==> src/rtl/rs_decoder_18_16.sv <==
// rtl/rs_decoder_18_16.sv - streaming RS(18,16) single-symbol-error decoder over GF(2^SYMBOL_WIDTH)
//
// Accepts one 18-symbol systematic codeword (highest degree first), forms the
// syndromes S0 = c(1) and S1 = c(alpha) on the fly, locates a single symbol
// error in one solve cycle and streams the 16 corrected message symbols out.
//
// Ports:
//   clk               in   sole clock, rising edge
//   rst_n             in   asynchronous active-low reset
//   in_valid          in   in_sym valid
//   in_ready          out  decoder accepts in_sym (COLLECT only)
//   in_sym            in   received symbol, arrival index i holds degree 17-i
//   out_valid         out  out_sym valid (EMIT only)
//   out_ready         in   downstream accepts out_sym
//   out_sym           out  corrected message symbol
//   out_last          out  16th message symbol of the codeword
//   err_corrected     out  single error located and repaired
//   err_uncorrectable out  error detected but not locatable

`ifndef SYMBOL_WIDTH
`define SYMBOL_WIDTH 8
`endif

module rs_decoder_18_16 #(
    parameter int                        SYMBOL_WIDTH = `SYMBOL_WIDTH,
    // Low bits of the field polynomial; x^8+x^4+x^3+x^2+1 for the 8-bit field.
    parameter logic [SYMBOL_WIDTH-1:0]   GF_POLY      = SYMBOL_WIDTH'('h1D)
) (
    input  logic                    clk,
    input  logic                    rst_n,
    input  logic                    in_valid,
    output logic                    in_ready,
    input  logic [SYMBOL_WIDTH-1:0] in_sym,
    output logic                    out_valid,
    input  logic                    out_ready,
    output logic [SYMBOL_WIDTH-1:0] out_sym,
    output logic                    out_last,
    output logic                    err_corrected,
    output logic                    err_uncorrectable
);

    localparam int W = SYMBOL_WIDTH;
    localparam int N = 18;
    localparam int K = 16;

    localparam logic [W-1:0] ALPHA = W'(2);

    localparam logic [1:0] ST_COLLECT = 2'd0;
    localparam logic [1:0] ST_SOLVE   = 2'd1;
    localparam logic [1:0] ST_EMIT    = 2'd2;

    // ------------------------------------------------------------------
    // GF arithmetic
    // ------------------------------------------------------------------
    function automatic logic [W-1:0] gf_mul(input logic [W-1:0] a, input logic [W-1:0] b);
        logic [W-1:0] p;
        logic [W-1:0] aa;
        p  = '0;
        aa = a;
        for (int i = 0; i < W; i++) begin
            if (b[i]) p = p ^ aa;
            aa = aa[W-1] ? ({aa[W-2:0], 1'b0} ^ GF_POLY) : {aa[W-2:0], 1'b0};
        end
        return p;
    endfunction

    // a^(2^W - 2) = a^-1 for a != 0; yields 0 for a == 0.
    function automatic logic [W-1:0] gf_inv(input logic [W-1:0] a);
        logic [W-1:0] r;
        logic [W-1:0] x;
        r = W'(1);
        x = a;
        for (int i = 1; i < W; i++) begin
            x = gf_mul(x, x);
            r = gf_mul(r, x);
        end
        return r;
    endfunction

    function automatic logic [W-1:0] gf_div(input logic [W-1:0] a, input logic [W-1:0] b);
        return gf_mul(a, gf_inv(b));
    endfunction

    // Index lookup: returns k+1 when q == alpha^k for k in 0..N-1, else 0.
    // Only degrees that exist in the codeword are searched, so a miss means
    // the error position lies outside the codeword.
    function automatic logic [4:0] gf_index(input logic [W-1:0] q);
        logic [W-1:0] p;
        logic [4:0]   idx;
        p   = W'(1);
        idx = '0;
        for (int k = 0; k < N; k++) begin
            if (idx == 5'd0 && q == p) idx = 5'(k + 1);
            p = gf_mul(p, ALPHA);
        end
        return idx;
    endfunction

    // ------------------------------------------------------------------
    // State
    // ------------------------------------------------------------------
    logic [1:0]   state_q,   state_d;
    logic [4:0]   cnt_q,     cnt_d;
    logic [3:0]   rd_q,      rd_d;
    logic [W-1:0] s0_q,      s0_d;
    logic [W-1:0] s1_q,      s1_d;
    logic [4:0]   err_pos_q, err_pos_d;
    logic [W-1:0] err_mag_q, err_mag_d;
    logic         corr_q,    corr_d;
    logic         uncorr_q,  uncorr_d;
    logic [W-1:0] sym_buf_q [N];

    logic         in_fire;
    logic         out_fire;
    logic [W-1:0] q_w;
    logic [4:0]   idx_w;

    assign in_ready  = (state_q == ST_COLLECT);
    assign out_valid = (state_q == ST_EMIT);
    assign in_fire   = in_valid && in_ready;
    assign out_fire  = out_valid && out_ready;

    assign q_w   = gf_div(s1_q, s0_q);
    assign idx_w = gf_index(q_w);

    always_comb begin
        state_d   = state_q;
        cnt_d     = cnt_q;
        rd_d      = rd_q;
        s0_d      = s0_q;
        s1_d      = s1_q;
        err_pos_d = err_pos_q;
        err_mag_d = err_mag_q;
        corr_d    = corr_q;
        uncorr_d  = uncorr_q;

        case (state_q)
            ST_COLLECT: begin
                if (in_fire) begin
                    s0_d  = s0_q ^ in_sym;
                    s1_d  = gf_mul(s1_q, ALPHA) ^ in_sym;
                    cnt_d = cnt_q + 5'd1;
                    if (cnt_q == 5'(N - 1)) state_d = ST_SOLVE;
                end
            end
            ST_SOLVE: begin
                state_d = ST_EMIT;
                if (s0_q == '0 && s1_q == '0) begin
                    corr_d   = 1'b0;
                    uncorr_d = 1'b0;
                end else if (s0_q != '0 && s1_q != '0 && idx_w != 5'd0) begin
                    // j = idx-1 is the error degree; arrival index = 17 - j = 18 - idx.
                    err_pos_d = 5'(N) - idx_w;
                    err_mag_d = s0_q;
                    corr_d    = 1'b1;
                end else begin
                    uncorr_d = 1'b1;
                end
            end
            ST_EMIT: begin
                if (out_fire) begin
                    if (rd_q == 4'(K - 1)) begin
                        state_d  = ST_COLLECT;
                        cnt_d    = '0;
                        rd_d     = '0;
                        s0_d     = '0;
                        s1_d     = '0;
                        corr_d   = 1'b0;
                        uncorr_d = 1'b0;
                    end else begin
                        rd_d = rd_q + 4'd1;
                    end
                end
            end
            default: state_d = ST_COLLECT;
        endcase
    end

    always_ff @(posedge clk or negedge rst_n) begin
        if (!rst_n) begin
            state_q   <= ST_COLLECT;
            cnt_q     <= '0;
            rd_q      <= '0;
            s0_q      <= '0;
            s1_q      <= '0;
            err_pos_q <= '0;
            err_mag_q <= '0;
            corr_q    <= 1'b0;
            uncorr_q  <= 1'b0;
            for (int i = 0; i < N; i++) sym_buf_q[i] <= '0;
        end else begin
            state_q   <= state_d;
            cnt_q     <= cnt_d;
            rd_q      <= rd_d;
            s0_q      <= s0_d;
            s1_q      <= s1_d;
            err_pos_q <= err_pos_d;
            err_mag_q <= err_mag_d;
            corr_q    <= corr_d;
            uncorr_q  <= uncorr_d;
            if (in_fire) sym_buf_q[cnt_q] <= in_sym;
        end
    end

    // Parity-position errors (err_pos 16/17) never match rd, so the message
    // passes through unchanged while err_corrected still reports the repair.
    always_comb begin
        out_sym           = '0;
        out_last          = 1'b0;
        err_corrected     = 1'b0;
        err_uncorrectable = 1'b0;
        if (out_valid) begin
            out_sym = sym_buf_q[{1'b0, rd_q}];
            if (corr_q && ({1'b0, rd_q} == err_pos_q)) out_sym = out_sym ^ err_mag_q;
            out_last          = (rd_q == 4'(K - 1));
            err_corrected     = corr_q;
            err_uncorrectable = uncorr_q;
        end
    end

endmodule

==> config.mk <==
export PLATFORM = sky130hd
export DESIGN_NAME = rs_decoder_18_16
export DESIGN_NICKNAME = d
export VERILOG_FILES = /design/src/rtl/rs_decoder_18_16.sv
export SDC_FILE = /design/constraint.sdc
export NUM_CORES = 1
export LEC_CHECK = 0
export ABC_AREA = 1
export CORE_MARGIN = 2
export CORE_UTILIZATION = 30
export DETAILED_ROUTE_END_ITERATION = 7
export HOLD_SLACK_MARGIN = 0.15
export SLEW_MARGIN = 20
export SYNTH_ARGS = -nofsm -noshare
export SYNTH_HDL_FRONTEND = slang
export SYNTH_SLANG_ARGS = --single-unit
==> constraint.sdc <==
create_clock -name clk -period 33 [get_ports clk]
set_input_delay 8.25 -clock clk [delete_from_list [all_inputs] [get_ports clk]]
set_output_delay 8.25 -clock clk [all_outputs]
set_load 0.05 [all_outputs]
==> results of run 1 <==
-- logic make-up after synthesis --
kind of cell    synth area share
compound gates            0.0694
xor+xnor                  0.0245
buf+inv                    0.133
fa+ha+maj                0.00690
flops                      0.138
simple gates               0.628
-- sequential cells by signal, indices dropped and copies added (netlist names) --
register / count
err_pos_q: 5
s0_q: 8
uncorr_q: 1
sym_buf_q: 128
corr_q: 1
err_mag_q: 8
state_q: 2
cnt_q: 5
rd_q: 4
s1_q: 8
-- synthesized netlist by cell type (2+ instances only) --
cell type	instances	area [sq um]
a21oi_1	145	726
a22o_1	5	43.8
a31oi_1	12	75.1
buf_1	13	48.8
buf_2	58	290
buf_4	32	240
buf_6	20	225
clkbuf_1	61	229
clkinv_1	32	120
dfrtp_1	170	4250
ha_1	17	213
inv_1	660	2480
inv_2	115	432
inv_4	3	18.8
nand2_1	2566	9630
nand2_2	132	826
nand2_4	19	214
nand3_1	1159	5800
nand3_2	44	440
nand3_4	2	35.0
nand3b_1	37	278
nand4_1	56	350
nor2_1	369	1390
nor2_2	15	93.8
nor2_4	6	67.6
nor3_1	15	75.1
nor3b_1	4	30.0
nor4_1	10	62.6
o211ai_1	6	45.0
o21a_1	7	52.6
o21ai_0	176	881
o21ai_1	26	130
o21ai_2	5	43.8
o21bai_1	4	30.0
o22ai_1	11	68.8
or2_1	3	18.8
xnor2_1	32	280
xor2_1	48	420
xor2_2	2	32.5
-- cell usage in the layout, fill, tap and decap left out, types with 44 or more instances in the layout --
master   netlist  routed
inv_2        115     115
nand2_2      132     132
nand2_1     2566    2566
dfrtp_1      170     169
inv_1        660     660
a21oi_1      145     145
nand4_1       56      56
xor2_1        48      48
o21ai_0      176     176
nand3_1     1159    1159
nor2_1       369     365
nand3_2       44      44
-- worst max-delay path: cells and delay by family (launching register included) --
family | cells | cell delay, ns
flip-flops | 1 | 1.08
AO/OA/AOI/OAI | 5 | 1.02
buffers and inverters | 18 | 2.07
AND/OR/NAND/NOR | 97 | 13.02
adder cells (fa/ha/maj) | 6 | 2.41
-- worst max-delay path by stage --
stage / startpoint / endpoint / cells after the start
2_1_floorplan: s0_q[6]$_DFFE_PN0P_ / err_mag_q[2]$_DFFE_PN0P_ / 143
3_3_place_gp: s0_q[7]$_DFFE_PN0P_ / uncorr_q$_DFFE_PN0P_ / 125
3_5_place_dp: s0_q[7]$_DFFE_PN0P_ / uncorr_q$_DFFE_PN0P_ / 127
4_1_cts: s0_q[7]$_DFFE_PN0P_ / uncorr_q$_DFFE_PN0P_ / 126
5_1_grt: s0_q[7]$_DFFE_PN0P_ / uncorr_q$_DFFE_PN0P_ / 127
6_report: s0_q[7]$_DFFE_PN0P_ / uncorr_q$_DFFE_PN0P_ / 126
-- per-layer routing --
| layer | global-route usage | routed length [microns] |
|---|---|---|
| met5 | 0 | 0 |
| met4 | 0.0461 | 2080 |
| met3 | 0.0125 | 6450 |
| met2 | 0.315 | 46900 |
| met1 | 0.256 | 46300 |
-- per-stage QoR --
step,utilization,hold slack (ns),instances
6_report,0.319,0.482,7363
5_1_grt,0.319,0.512,7363
4_1_cts,0.318,0.486,7363
3_3_place_gp,0.313,0.463,7331
2_1_floorplan,-,0.448,6108
3_5_place_dp,0.313,0.470,7331
-- layout make-up --
class	count	area [sq um]
timing repair buffer	39	358
tap	1368	1710
multi-input combinational	4943	22500
clock buffer	19	443
sequential	170	4260
fill	11558	69300
clock inverter	13	109
inverter	811	3060
==> impl_results.md, run 1 <==
- Die H: 324 microns
- Final worst setup slack: 13.23 ns
- Gp weighted congestion: 0.921
- Status: finished, final reports clean
- Number of synthesized flops with an enable pin: 0
- CP Data Required Time: 33.33 ns
- Final setup viols: 0
- Ports: 25
- Worst Skew: 0.00900 ns
- Total negative setup slack: 0 ns
- DRC: 0
- Most used cell, CP: nand2_1
- Max-Cap Viols: 0
- Via/cell ratio: 5.06
- Tot GR Track Use: 0.186
- Synth Net Count: 6137
- Synth unique cells: 50
- Post-synthesis cell count: 6108
- Worst hold path type: register to register
- Ys flop type: dfrtp_1
- Global-route wire length before repair: 167000 microns
- Initial DRC Count: 3355
- Worst Path Max Fanout: 31
- Post-CTS Setup Bufs: 0
- Longest Clk Path Bufs: 2
- DIE WIDTH: 324 microns
- Final hold viol count: 0
- Pre-Repair DR Iteration Count: 6
- Seq/Total Area, Yosys: 0.138
- Hold Path Depth: 2
- Placed cell area: 31800 sq um
- Global route total overflow: 0
- Slowest cell on crit path: dfrtp_1
- Max-slew violations: 0
- Initial Utilization: 0.303
- Number of diodes: 0
- Post-layout instance area: 32400 sq um
- Cts bufs inserted: 17
- Area Growth Syn to Fin: 5.22%
- Total number of vias: 37284
- Post-placement setup slack: 13.73 ns
- HP Start: err_mag_q[6]$_DFFE_PN0P_
- Clock transition at path regs: 0.06 ns
- Reg2reg end: uncorr_q$_DFFE_PN0P_
- HPWL after DPL: 76800 microns
- Synthesized area per cell: 5.04 sq um
- Reg2reg start: s0_q[7]$_DFFE_PN0P_
- Crit path DAT: 20.09 ns
- Slowest cell delay on critical path: 1.08 ns
- Layout cell share with drive strength beyond 1: 0.0667
- Routed WL: 102000 microns
- Port Buffers: 24
- Fin crit share: 0.599
- Initial antenna violation count: 0
- Routed Antenna Nets: 0
- Vias in the first global route: 32746
- Core area: 102000 sq um
- CTS tree: done
- Worst slew margin: 0.228
- Post-route minimum period: 19.77 ns
- Crit Path Class: register to register
- Worst-Margin Slew: 1.16 ns
- Highest clock rate: 50.6 MHz
- # clock sinks: 170
- Final nets: 6011
- Synth Register Bits: 170
- DR WL/cell: 13.8 microns
- Clock latency at the later pin of the worst-skew pair: 0.44 ns
- Die footprint: 105000 sq um
- FF-to-FF path depth: 126
- Worst reg-to-reg setup slack: 13.23 ns
- Post-CTS Hold Buffers: 0
- Post-synthesis cell area: 30800 sq um
- Root buf cell: clkbuf_16
- Syn. warnings: 0
- # rows: 117
- Post-synth ARST share: 1.00
- CP Capture Type: register
- Largest net degree at the start of global routing: 95
- Startpoint Class: register
- Worst Hold End: err_mag_q[6]$_DFFE_PN0P_
- H-tree Lvls: 4
- Cts repair resizes: 0
- RSZ-0062 raised after global routing: false
Power of run 1 is not shown: default switching activity piles up to over one toggle a cycle in this logic, so the estimate is an artifact.
==> run 2, diff against run 1 <==
==> constraint.sdc (replaced) <==
create_clock -name clk -period 19.2 [get_ports clk]
set_input_delay 4.8 -clock clk [delete_from_list [all_inputs] [get_ports clk]]
set_output_delay 4.8 -clock clk [all_outputs]
set_load 0.05 [all_outputs]
==> run 2 against run 1 <==
Effect of this change:
- count of clock-buffer cells in the layout decreased by 2
- die area stayed put
- global-route usage barely moved
- sequential share of layout area is 0.13 points lower
- clock skew fell by 0.00079 ns
- core utilization is 0.38 points higher
- design area is 1.2% higher
- non-clock buffer count up 22
- first-iteration DRC count fell by 7.9%
- routed wire length up 0.48%
- maximum frequency is 15% higher
- hold slack got worse by 0.0010 ns
- critical path type unchanged
- critical endpoint unchanged
==> impl_results.md, run 2 (synthesis results as in run 1) <==
- Status: finished, final reports clean
- Worst slew margin: 0.260 (+0.0321)
- Slowest cell on crit path: nand2_1
- Die H: 324 microns (unchanged)
- Initial Utilization: 0.303 (unchanged)
- Root buf cell: clkbuf_16
- Global-route wire length before repair: 166000 microns (-0.29%)
- Max-Cap Viols: 0 (unchanged)
- Worst Skew: 0.00821 ns (-0.000790 ns)
- Via/cell ratio: 4.99 (-1.5%)
- Crit Path Class: register to register
- Ports: 25 (unchanged)
- Die footprint: 105000 sq um (unchanged)
- CP Capture Type: register
- Initial DRC Count: 3090 (-7.9%)
- CTS tree: done
- Area Growth Syn to Fin: 6.49%
- HPWL after DPL: 77400 microns (+0.79%)
- Core area: 102000 sq um (unchanged)
- Worst-Margin Slew: 1.11 ns (-0.0510 ns)
- Routed Antenna Nets: 0 (unchanged)
- Final hold viol count: 0 (unchanged)
- Startpoint Class: register
- Post-layout instance area: 32800 sq um (+1.2%)
- Number of diodes: 0 (unchanged)
- Worst Path Max Fanout: 27 (-13%)
- CP Data Required Time: 19.52 ns (-13.81 ns)
- DR WL/cell: 13.8 microns (+0.17%)
- Post-CTS Hold Buffers: 0 (unchanged)
- Final nets: 6035 (+0.40%)
- Initial antenna violation count: 0 (unchanged)
- Longest Clk Path Bufs: 2 (unchanged)
- Worst hold path type: register to register
- # clock sinks: 170 (unchanged)
- Most frequent cells in the layout: nand2_1 (2557), nand3_1 (1159), inv_1 (660), nor2_1 (365), o21ai_0 (176)
- H-tree Lvls: 4 (unchanged)
- Tot GR Track Use: 0.186 (-0.000448)
- Crit path DAT: 17.54 ns (-2.55 ns)
- Highest clock rate: 58.1 MHz (+15%)
- Routed WL: 102000 microns (+0.48%)
- Total negative setup slack: 0 ns (unchanged)
- Placed cell area: 31900 sq um (+0.28%)
- Fill cell count: 11432 (-1.1%)
- Post-route minimum period: 17.22 ns (-2.55 ns)
- Slowest cell delay on critical path: 0.51 ns (-0.57 ns)
- Global route total overflow: 0 (unchanged)
- # rows: 117 (unchanged)
- Layout cell share with drive strength beyond 1: 0.0733 (+0.00656)
- Cts bufs inserted: 17 (unchanged)
- Total number of vias: 36838 (-1.2%)
- Vias in the first global route: 32641 (-0.32%)
- Final setup viols: 0 (unchanged)
- Port Buffers: 24 (unchanged)
- DIE WIDTH: 324 microns (unchanged)
- Clock latency at the later pin of the worst-skew pair: 0.43 ns (about the same)
- Max-slew violations: 0 (unchanged)
- Fin crit share: 0.897 (+0.298)
- DRC: 0 (unchanged)
- Largest net degree at the start of global routing: 117 (+23%)
- Pre-Repair DR Iteration Count: 8 (+2)
- Clock transition at path regs: 0.06 ns (about the same)
- Biggest register: sym_buf_q
- Max reg flops: 128 (unchanged)
- Most common cell after layout, fill and taps aside: nand2_1
- Most used cell, CP: nand2_1
- Gp weighted congestion: 0.928 (+0.73%)
## run 2: cell types whose count changed in the layout (fill, tap and decap cells not counted), moves of 4 or more
cell,change
bufinv_16,+4
nand2_2,+4
nand2_1,-9
dfrtp_2,+7
buf_4,+20
dfrtp_1,-7
## run 2: repair_timing
| action | in CTS | in global routing |
|---|---|---|
| buffers inserted | 0 | 10 |
| resized for setup | 0 | 34 |
| endpoints found under the setup margin | 0 | 15 |
## run 2: final cells by class
cell class	count	area, sq um	share of cell area
repair buffers	61	533	0.0162
flip-flops and latches	170	4260	0.130
clock buffers	17	425	0.0130
well taps	1368	1710	0.0522
multi-input cells	4945	22600	0.689
clock inverters	14	210	0.00641
inverters	811	3060	0.0934
## run 2: path summary, 6_finish.rpt
check	startpoint	end	slack, ns	cells after the start
max	s0_q[7]$_DFFE_PN0P_	uncorr_q$_DFFE_PN0P_	1.98	126
min	sym_buf_q[42]$_DFFE_PN0P_	sym_buf_q[42]$_DFFE_PN0P_	0.48	2
max reg2reg	s0_q[7]$_DFFE_PN0P_	uncorr_q$_DFFE_PN0P_	1.98	126
min in group asynchronous	rst_n	sym_buf_q[45]$_DFFE_PN0P_	4.52	1
min reg2reg	sym_buf_q[42]$_DFFE_PN0P_	sym_buf_q[42]$_DFFE_PN0P_	0.48	2
max in group asynchronous	rst_n	sym_buf_q[90]$_DFFE_PN0P_	13.43	2
## run 2: layer usage
metal	track usage	vias to the layer above	part of all wire	routed length (microns)
met2	0.311	1138	0.45	46300
met1	0.257	16413	0.47	47900
met4	0.0490	0	0.023	2340
met3	0.0120	154	0.056	5680
li1	-	19133	-	-
met5	0	-	0	0
## run 2: per-stage QoR
step | hold WS (ns) | util | setup WS (ns) | std cells
floorplan | 0.448 | - | 3.47 | 6108
global route | 0.501 | 0.322 | -0.00555 | 7386
finish | 0.481 | 0.322 | 1.98 | 7386
CTS | 0.484 | 0.320 | 0.960 | 7374
detailed placement | 0.468 | 0.314 | 1.05 | 7343
global placement | 0.460 | 0.314 | 1.41 | 7343
## run 2: critical path: cells and delay by family (launching register included)
family,cells,cell delay (ns)
AO/OA/AOI/OAI,5,1.07
flip-flops,1,0.49
buffers and inverters,17,1.72
adder cells (fa/ha/maj),5,1.55
AND/OR/NAND/NOR,99,12.22
Power of run 2 is left out for the same reason.
